File: src/rtl/ram_io_pkg.sv
// Shared types and address decoding for ram_io_unit.
package ram_io_pkg;

    typedef enum logic {
        ST_CLEAR,
        ST_RUN
    } state_e;

    typedef enum logic [1:0] {
        CLS_RAM,
        CLS_IO_OUT,
        CLS_IO_IN,
        CLS_STATUS
    } addr_class_e;

    // Windows are laid out back to back from io_base: outputs, inputs, then the optional status word.
    function automatic addr_class_e decode_addr(
        input int unsigned addr,
        input int unsigned io_base,
        input int unsigned num_out,
        input int unsigned num_in,
        input bit          status_en
    );
        if (addr >= io_base && addr < io_base + num_out)
            return CLS_IO_OUT;
        if (addr >= io_base + num_out && addr < io_base + num_out + num_in)
            return CLS_IO_IN;
        if (status_en && addr == io_base + num_out + num_in)
            return CLS_STATUS;
        return CLS_RAM;
    endfunction

endpackage

File: src/rtl/ram_io_unit_io_in_sync.sv
// Two-flop synchroniser for the packed external input bus.
module io_in_sync #(
    parameter int unsigned WIDTH = 16
) (
    input  logic             clk,
    input  logic             rst,
    input  logic [WIDTH-1:0] d,
    output logic [WIDTH-1:0] q
);

    logic [WIDTH-1:0] meta_q, meta_d;
    logic [WIDTH-1:0] sync_q, sync_d;

    always_comb begin
        meta_d = d;
        sync_d = meta_q;
    end

    always_ff @(posedge clk or posedge rst) begin
        if (rst) begin
            meta_q <= '0;
            sync_q <= '0;
        end else begin
            meta_q <= meta_d;
            sync_q <= sync_d;
        end
    end

    assign q = sync_q;

endmodule

File: src/rtl/ram_io_unit.sv
// Data RAM with memory-mapped I/O window and post-reset clear sequencer.
// Optional sticky input-change status word: define RAM_IO_CHANGE_FLAG_EN.
module ram_io_unit
    import ram_io_pkg::*;
#(
    parameter int unsigned DATA_W  = 16,
    parameter int unsigned ADDR_W  = 8,
    parameter int unsigned IO_BASE = 64,
    parameter int unsigned NUM_OUT = 1,
    parameter int unsigned NUM_IN  = 1
) (
    input  logic                      CLK,
    input  logic                      RST,
    input  logic [ADDR_W-1:0]         RAM_ADDR,
    input  logic [DATA_W-1:0]         RAM_IN,
    input  logic                      RAM_WEN,
    input  logic                      RAM_REN,
    output logic [DATA_W-1:0]         RAM_OUT,
    input  logic [NUM_IN*DATA_W-1:0]  IO_IN,
    output logic [NUM_OUT*DATA_W-1:0] IO_OUT,
    output logic                      BUSY
);

    localparam int unsigned DEPTH = 2 ** ADDR_W;
`ifdef RAM_IO_CHANGE_FLAG_EN
    localparam bit STATUS_EN = 1'b1;
`else
    localparam bit STATUS_EN = 1'b0;
`endif
    localparam int unsigned WIN_END = IO_BASE + NUM_OUT + NUM_IN + (STATUS_EN ? 1 : 0);

    if (WIN_END > DEPTH) begin : g_bad_window
        $error("ram_io_unit: I/O window exceeds address space");
    end
    if (NUM_OUT < 1 || NUM_IN < 1) begin : g_bad_ports
        $error("ram_io_unit: NUM_OUT and NUM_IN must be at least 1");
    end
    if (STATUS_EN && NUM_IN > DATA_W) begin : g_bad_flags
        $error("ram_io_unit: NUM_IN exceeds DATA_W with change flags enabled");
    end

    state_e                     state_q, state_d;
    logic [ADDR_W-1:0]          clr_cnt_q, clr_cnt_d;
    logic [DATA_W-1:0]          ram_out_q, ram_out_d;
    logic [NUM_OUT*DATA_W-1:0]  io_out_q, io_out_d;
    logic [DATA_W-1:0]          mem_q [DEPTH];

    logic                       mem_we;
    logic [ADDR_W-1:0]          mem_waddr;
    logic [DATA_W-1:0]          mem_wdata;
    logic [NUM_IN*DATA_W-1:0]   io_in_sync_val;
    logic [DATA_W-1:0]          status_word;
    logic [DATA_W-1:0]          rd_word;
    logic                       run_load;
    int unsigned                addr_int;
    addr_class_e                addr_cls;

    io_in_sync #(
        .WIDTH(NUM_IN * DATA_W)
    ) u_io_in_sync (
        .clk(CLK),
        .rst(RST),
        .d  (IO_IN),
        .q  (io_in_sync_val)
    );

    always_comb begin
        addr_int = 32'(RAM_ADDR);
        addr_cls = decode_addr(addr_int, IO_BASE, NUM_OUT, NUM_IN, STATUS_EN);
        run_load = (state_q == ST_RUN) && RAM_REN;
    end

`ifdef RAM_IO_CHANGE_FLAG_EN
    logic [NUM_IN-1:0]        flags_q, flags_d, chg;
    logic [NUM_IN*DATA_W-1:0] prev_q, prev_d;

    // Read-clear is applied before the new changes so a coincident change stays set.
    always_comb begin
        prev_d = io_in_sync_val;
        for (int unsigned i = 0; i < NUM_IN; i++)
            chg[i] = (io_in_sync_val[i*DATA_W +: DATA_W] != prev_q[i*DATA_W +: DATA_W]);
        flags_d = flags_q;
        if (run_load && addr_cls == CLS_STATUS)
            flags_d = '0;
        flags_d = flags_d | chg;
        status_word = '0;
        status_word[NUM_IN-1:0] = flags_q;
    end

    always_ff @(posedge CLK or posedge RST) begin
        if (RST) begin
            flags_q <= '0;
            prev_q  <= '0;
        end else begin
            flags_q <= flags_d;
            prev_q  <= prev_d;
        end
    end
`else
    assign status_word = '0;
`endif

    always_comb begin
        rd_word = '0;
        case (addr_cls)
            CLS_RAM:
                rd_word = RAM_WEN ? RAM_IN : mem_q[RAM_ADDR];
            CLS_IO_OUT:
                for (int unsigned i = 0; i < NUM_OUT; i++)
                    if (addr_int == IO_BASE + i)
                        rd_word = RAM_WEN ? RAM_IN : io_out_q[i*DATA_W +: DATA_W];
            CLS_IO_IN:
                for (int unsigned i = 0; i < NUM_IN; i++)
                    if (addr_int == IO_BASE + NUM_OUT + i)
                        rd_word = io_in_sync_val[i*DATA_W +: DATA_W];
            default:
                rd_word = status_word;
        endcase
    end

    always_comb begin
        state_d   = state_q;
        clr_cnt_d = clr_cnt_q;
        ram_out_d = ram_out_q;
        io_out_d  = io_out_q;
        mem_we    = 1'b0;
        mem_waddr = RAM_ADDR;
        mem_wdata = RAM_IN;

        if (state_q == ST_CLEAR) begin
            mem_we    = 1'b1;
            mem_waddr = clr_cnt_q;
            mem_wdata = '0;
            clr_cnt_d = clr_cnt_q + 1'b1;
            if (clr_cnt_q == '1)
                state_d = ST_RUN;
        end else begin
            if (RAM_WEN) begin
                if (addr_cls == CLS_RAM)
                    mem_we = 1'b1;
                for (int unsigned i = 0; i < NUM_OUT; i++)
                    if (addr_cls == CLS_IO_OUT && addr_int == IO_BASE + i)
                        io_out_d[i*DATA_W +: DATA_W] = RAM_IN;
            end
            if (RAM_REN)
                ram_out_d = rd_word;
        end
    end

    always_ff @(posedge CLK or posedge RST) begin
        if (RST) begin
            state_q   <= ST_CLEAR;
            clr_cnt_q <= '0;
            ram_out_q <= '0;
            io_out_q  <= '0;
        end else begin
            state_q   <= state_d;
            clr_cnt_q <= clr_cnt_d;
            ram_out_q <= ram_out_d;
            io_out_q  <= io_out_d;
        end
    end

    always_ff @(posedge CLK) begin
        if (mem_we)
            mem_q[mem_waddr] <= mem_wdata;
    end

    assign RAM_OUT = ram_out_q;
    assign IO_OUT  = io_out_q;
    assign BUSY    = (state_q == ST_CLEAR);

endmodule

File: config.mk
export PLATFORM = sky130hd
export DESIGN_NAME = ram_io_unit
export DESIGN_NICKNAME = d
export VERILOG_FILES = /design/src/rtl/ram_io_pkg.sv /design/src/rtl/ram_io_unit_io_in_sync.sv /design/src/rtl/ram_io_unit.sv
export SDC_FILE = /design/constraint.sdc
export NUM_CORES = 2
export LEC_CHECK = 0
export BUFFER_PORTS_ARGS = -buffer_cell sky130_fd_sc_hd__buf_4
export CAP_MARGIN = 10
export CORE_MARGIN = 2
export CORE_UTILIZATION = 28
export DETAILED_ROUTE_END_ITERATION = 16
export SLEW_MARGIN = 20
export SYNTH_ARGS = -nofsm -noshare
export SYNTH_HDL_FRONTEND = slang
export SYNTH_SLANG_ARGS = --single-unit
export TNS_END_PERCENT = 10
File: constraint.sdc
create_clock -name CLK -period 13.1 [get_ports CLK]
set_input_delay 2.62 -clock CLK [delete_from_list [all_inputs] [get_ports CLK]]
set_output_delay 2.62 -clock CLK [all_outputs]
set_load 0.01 [all_outputs]
Word-level counts from Yosys, hierarchy flattened --
Memories as Yosys holds them, arrays and structs flattened. Cells that the tools add are included. Widths: inputs -> output; s select.
Storage, ports and cells: input port bits 44, register bits after elaboration 73, bits in writable memories 4096, output and inout port bits 33, memories kept 1, logic and storage cells 45
Memories:
- mem_q | words 256, bits a word 16, read ports 1, clocked after Yosys merged registers in 0, write ports 1, RTL line ram_io_unit.sv:46 | logic [DATA_W-1:0] mem_q [DEPTH];
Cells by class: mux-type cells 21, add/subtract/negate cells 1, magnitude comparators 4, reductions and logical operators 6, bitwise operators 1, eq/ne operators 5
Operator list (count):
- $mux 16 | 5
- $pmux 16 s3 | 1
- $eq 8x7->1 const B | 2
- $ge 8x7->1 const B | 2
- $lt 8x7->1 const B | 2
- $mux 1 | 10
- $add 8x1->8 const B | 1
- $eq 8x8->1 const B | 1
- $mux 2 | 4
- $mux 8 | 1
- $logic_and 1x1->1 | 3
- $reduce_and 3->1 | 1
- $eq 2x1->1 const B | 1
- $eq 2x2->1 const B | 1
- $logic_not 2->1 | 1
- $reduce_and 2->1 | 1
- $not 1->1 | 1

Logic depth before layout (Yosys ltp) --
depth in word-level cells 12, depth in mapped cells 14, mapped depth without buffers 7

Modules after synthesis --
From an unflattened synthesis, not the netlist that was laid out.
Unflattened totals: cell total of the unflattened synthesis 7542, area total of the unflattened synthesis 161537.4 µm²
Modules (own cells, without submodules):
- ram_io_unit | cells an instance 7509, area each 160732.9 µm², seq. area each 124023.9 µm², instances 1
- io_in_sync | cells an instance 33, area each 804.5 µm², seq. area each 800.8 µm², instances 1

Least setup slack after synthesis --
Ideal clock, no wire load.
kind input-to-reg, from input port RAM_IN[0], to memory mem_q[0][0] (data pin), setup time 869 ps, stages on the path 1, path slack 6367 ps, arrival 5864 ps, path buffers 0, path through and2_1
On the way: longest elaborated chain between the ends 1
RTL lines:
- from (decl) | RTL line ram_io_unit.sv:15 | input logic [DATA_W-1:0] RAM_IN,
- $mux 16 | RTL line ram_io_unit.sv:130 | if (state_q == ST_CLEAR) begin
- to (decl) | RTL line ram_io_unit.sv:46
Every way passes these cells.

Worst setup path in the final report --
from input port RAM_ADDR[0], to register ram_out_q[13], in the netlist RAM_OUT[13]
On the way: longest elaborated chain between the ends 8, elaborated cells between the ends (all ways) 22
RTL lines:
- from (decl) | RTL line ram_io_unit.sv:14 | input logic [ADDR_W-1:0] RAM_ADDR,
- $ge 8x7->1 or $lt 8x7->1 (tied branches) | RTL line ram_io_pkg.sv:26 | if (addr >= io_base + num_out && addr < io_base + num_out + num_in)
- $logic_and 1x1->1 | RTL line ram_io_pkg.sv:26
- $mux 1 (2 in a row) | RTL line ram_io_pkg.sv:26
- $mux 2 | RTL line ram_io_pkg.sv:28 | if (status_en && addr == io_base + num_out + num_in)
- $mux 2 | RTL line ram_io_pkg.sv:26
- $eq 2x2->1, or another cell as far along | RTL line ram_io_unit.sv:105 | case (addr_cls)
- $pmux 16 s3 * | RTL line ram_io_unit.sv:105
- to (signal assigned) | RTL line ram_io_unit.sv:159 | ram_out_q <= ram_out_d;
- to (decl) | RTL line ram_io_unit.sv:44 | logic [DATA_W-1:0] ram_out_q, ram_out_d;
Every way passes the cells marked *; elsewhere a longest branch is shown, timed or not. The select of a mux whose other input is x is not followed. A chain may end at the register's enable or synchronous reset.

==> impl_metrics.ini <==
[run_status]
status = finished, final reports clean

[floorplan]
initial_utilization_pct = 28.07
core_area_um2 = 572200
die_area_um2 = 579700
ioPinCount = 77
die_w_um = 761.4
core.rowCount = 278
die_h_um = 761.4

[placed_design]
hpwlAfterDp_mm = 275.2
globalplace.congestion = 0.9121
port_buffers = 76

[global_routing]
grt_pass1_wl_mm = 636.1
grt_max_degree = 213
track_usage_pct = 15.26
grt_antenna_before_repair = 39
grt_pass1_vias = 79380
grt_overflow = 0

[clock_tree]
cts.repair.resized = 0
cts.path.max_buffers = 4
htree_levels = 5
cts_tree = done
hold_buffers = 0
cts_made_buffers = 403
cts-root-buf = clkbuf_16
worstSkewPairLatency_ns = 1.04
numClockSinks = 4169
clkTransAtPathRegs_ns = 0.06
cts_setup_buffers = 0

[critical_path]
endpoint_kind = register
rr_endpoint = mem_q[35][5]
reg2reg_slack_ns = 8.26
r2r_cells = 4
crit_arrival_ns = 7.50
crit_type = in -> reg
required_ns = 13.94
r2r_start = state_q
critPathLaunchType = input port
cp_max_fo = 89

[logic_synthesis]
synth.area.top_cells = edfxtp_1 77%, mux4_2 13%, mux2i_1 2.4%
synth-seq-cells = 4169
synth_cell_types = 77
synth_edf_count = 4096
ys_warn_count = 0
synthCells = 7394
synthDominantCellAreaShare_pct = 76.57
syn_avg_cell_area_um2 = 21.72
synth-async-reset-ratio_pct = 1.751
syn_area_um2 = 160600
ys.flop_type = edfxtp_1
synthesis.nets = 7439
ys_seq_area_share_pct = 77.71
synth_largest_area_cell = edfxtp_1

[sta]
clock.fmax_mhz = 150.2
final-hold-violation-count = 0
rsz0062_at_grt = false
finClkSkew_ns = 0.1296
fin_setup_tns_ns = 0
post-route-min-period_ns = 6.657
fin_crit_sh_pct = 50.81
slew_headroom_pct = 12.88
tightestPinTransition_ns = 1.305
drv_slew = 0
setup_viol = 0

[route]
ant_nets = 0
drc_errors = 0
wl_per_cell_um = 29.20
vias = 80500
first_iter_violations = 11840
wl_met1_mm = 181.0
dr_wl_met3_mm = 52.63
drt-vias-per-instance = 5.118
wl_mm = 459.2
top_layer_used = met5
drtPass1Iterations = 7
dr_wl_met2_mm = 207.3

[worst_hold_path]
worstHoldEndpoint = u_io_in_sync.q[13]
worstHoldStart = u_io_in_sync.meta_q[13]
holdCritPathClass = reg -> reg
holdPathStages = 0

[final_layout]
area_delta_synth_final_pct = 14.94
drive_gt1_share_pct = 25.85
final_common_cell = edfxtp_1
final_cell_mix = 4,096 x edfxtp_1, 910 x mux4_2, 420 x buf_4, 406 x clkbuf_16, 388 x mux2i_1
fin_nets = 7854

[power_and_ir_drop]
power.total_mw = 26.53
ir_worst_vdd_v = 0.0001206
power_density_nw_per_um2 = 143.7
leakage_nw = 46.93

[flow_run]
maxCapViolCount = 0
[area by class of cell]
class	instances	area [um2]
diodes	13	32.53
clock buffers	511	10650
clock inverters	239	2210
fillers	53470	387600
inverters	12	56.30
multi-input cells	2778	33780
flip-flops and latches	4169	124800
well taps	7560	9459
repair buffers	445	3610
[where the power goes]
part | internal (mW) | leakage (nW) | switching, mW
sequential | 14.4 | 29.2 | 0.00290
combinational | 0.228 | 11.5 | 0.511
clock | 6.27 | 6.23 | 5.10
[cell families (layout without fill, tap and decap cells)]
group | after synthesis | in the layout | share of synthesized area, %
AO/OA/AOI/OAI | 727 | 727 | 3.156
XOR/XNOR | 7 | 7 | 0.03817
adder cells (fa/ha/maj) | 1 | 1 | 0.007788
buffers and inverters | 447 | 1207 | 1.685
flip-flops | 4169 | 4169 | 77.71
multiplexers | 1345 | 1345 | 15.51
other | 0 | 13 | 0
AND/OR/NAND/NOR | 698 | 698 | 1.896
[Yosys cell counts (all sizes together), types with 71 or more instances]
cell type / number
nand2: 190
o21ai: 126
mux2i: 388
nor2: 322
a21oi: 113
mux4: 910
edfxtp: 4096
dfrtp: 73
clkbuf: 166
nand3: 71
buf: 269
a221oi: 105
a22oi: 134
[per-stage QoR]
stage / hold slack (ns) / std cells / area [um2] / setup WS, ns / util (%)
2_1_floorplan: 0.3312 / 7394 / 160600 / 6.367 / -
3_3_place_gp: 0.3412 / 14950 / 171300 / 4.800 / 29.94
3_5_place_dp: 0.3347 / 14960 / 171600 / 5.442 / 29.99
4_1_cts: 0.3570 / 15710 / 184500 / 6.544 / 32.24
5_1_grt: 0.3619 / 15720 / 184600 / 6.228 / 32.26
6_report: 0.3521 / 15730 / 184600 / 6.443 / 32.27
[metal layers]
metal	global-route usage, %	vias to the layer above
li1	-	32000
met1	20.72	43080
met2	23.22	4620
met3	4.519	790
met4	5.505	10
met5	0.1229	-
[state kept, by name, summed over array words and instances, names as in the netlist]
name / count
IO_OUT: 16
mem_q: 4096
u_io_in_sync.meta_q: 16
RAM_OUT: 16
state_q: 1
clr_cnt_q: 8
u_io_in_sync.q: 16
[worst max path at each step]
stage | cells past startpoint | endpoint | startpoint | slack (ns)
after floorplan | 1 | mem_q[0][0] | RAM_IN[0] | 6.37
after global placement | 10 | RAM_OUT[4] | RAM_ADDR[2] | 4.80
after detailed placement | 9 | RAM_OUT[6] | RAM_ADDR[0] | 5.44
after CTS | 9 | RAM_OUT[6] | RAM_ADDR[0] | 6.54
after global routing | 9 | RAM_OUT[10] | RAM_ADDR[0] | 6.23
final | 10 | RAM_OUT[13] | RAM_ADDR[0] | 6.44
[worst max-delay path, cell delays in order]
cell	delay (ns)
buf_16	0.41
buf_12	0.50
buf_12	0.60
mux4_2	0.58
a22oi_1	0.23
nand2_1	0.11
o21ai_0	0.91
nand3_1	0.34
o21ai_0	0.56
a31oi_1	0.20
No activity file was read; power rests on OpenSTA's default activity.
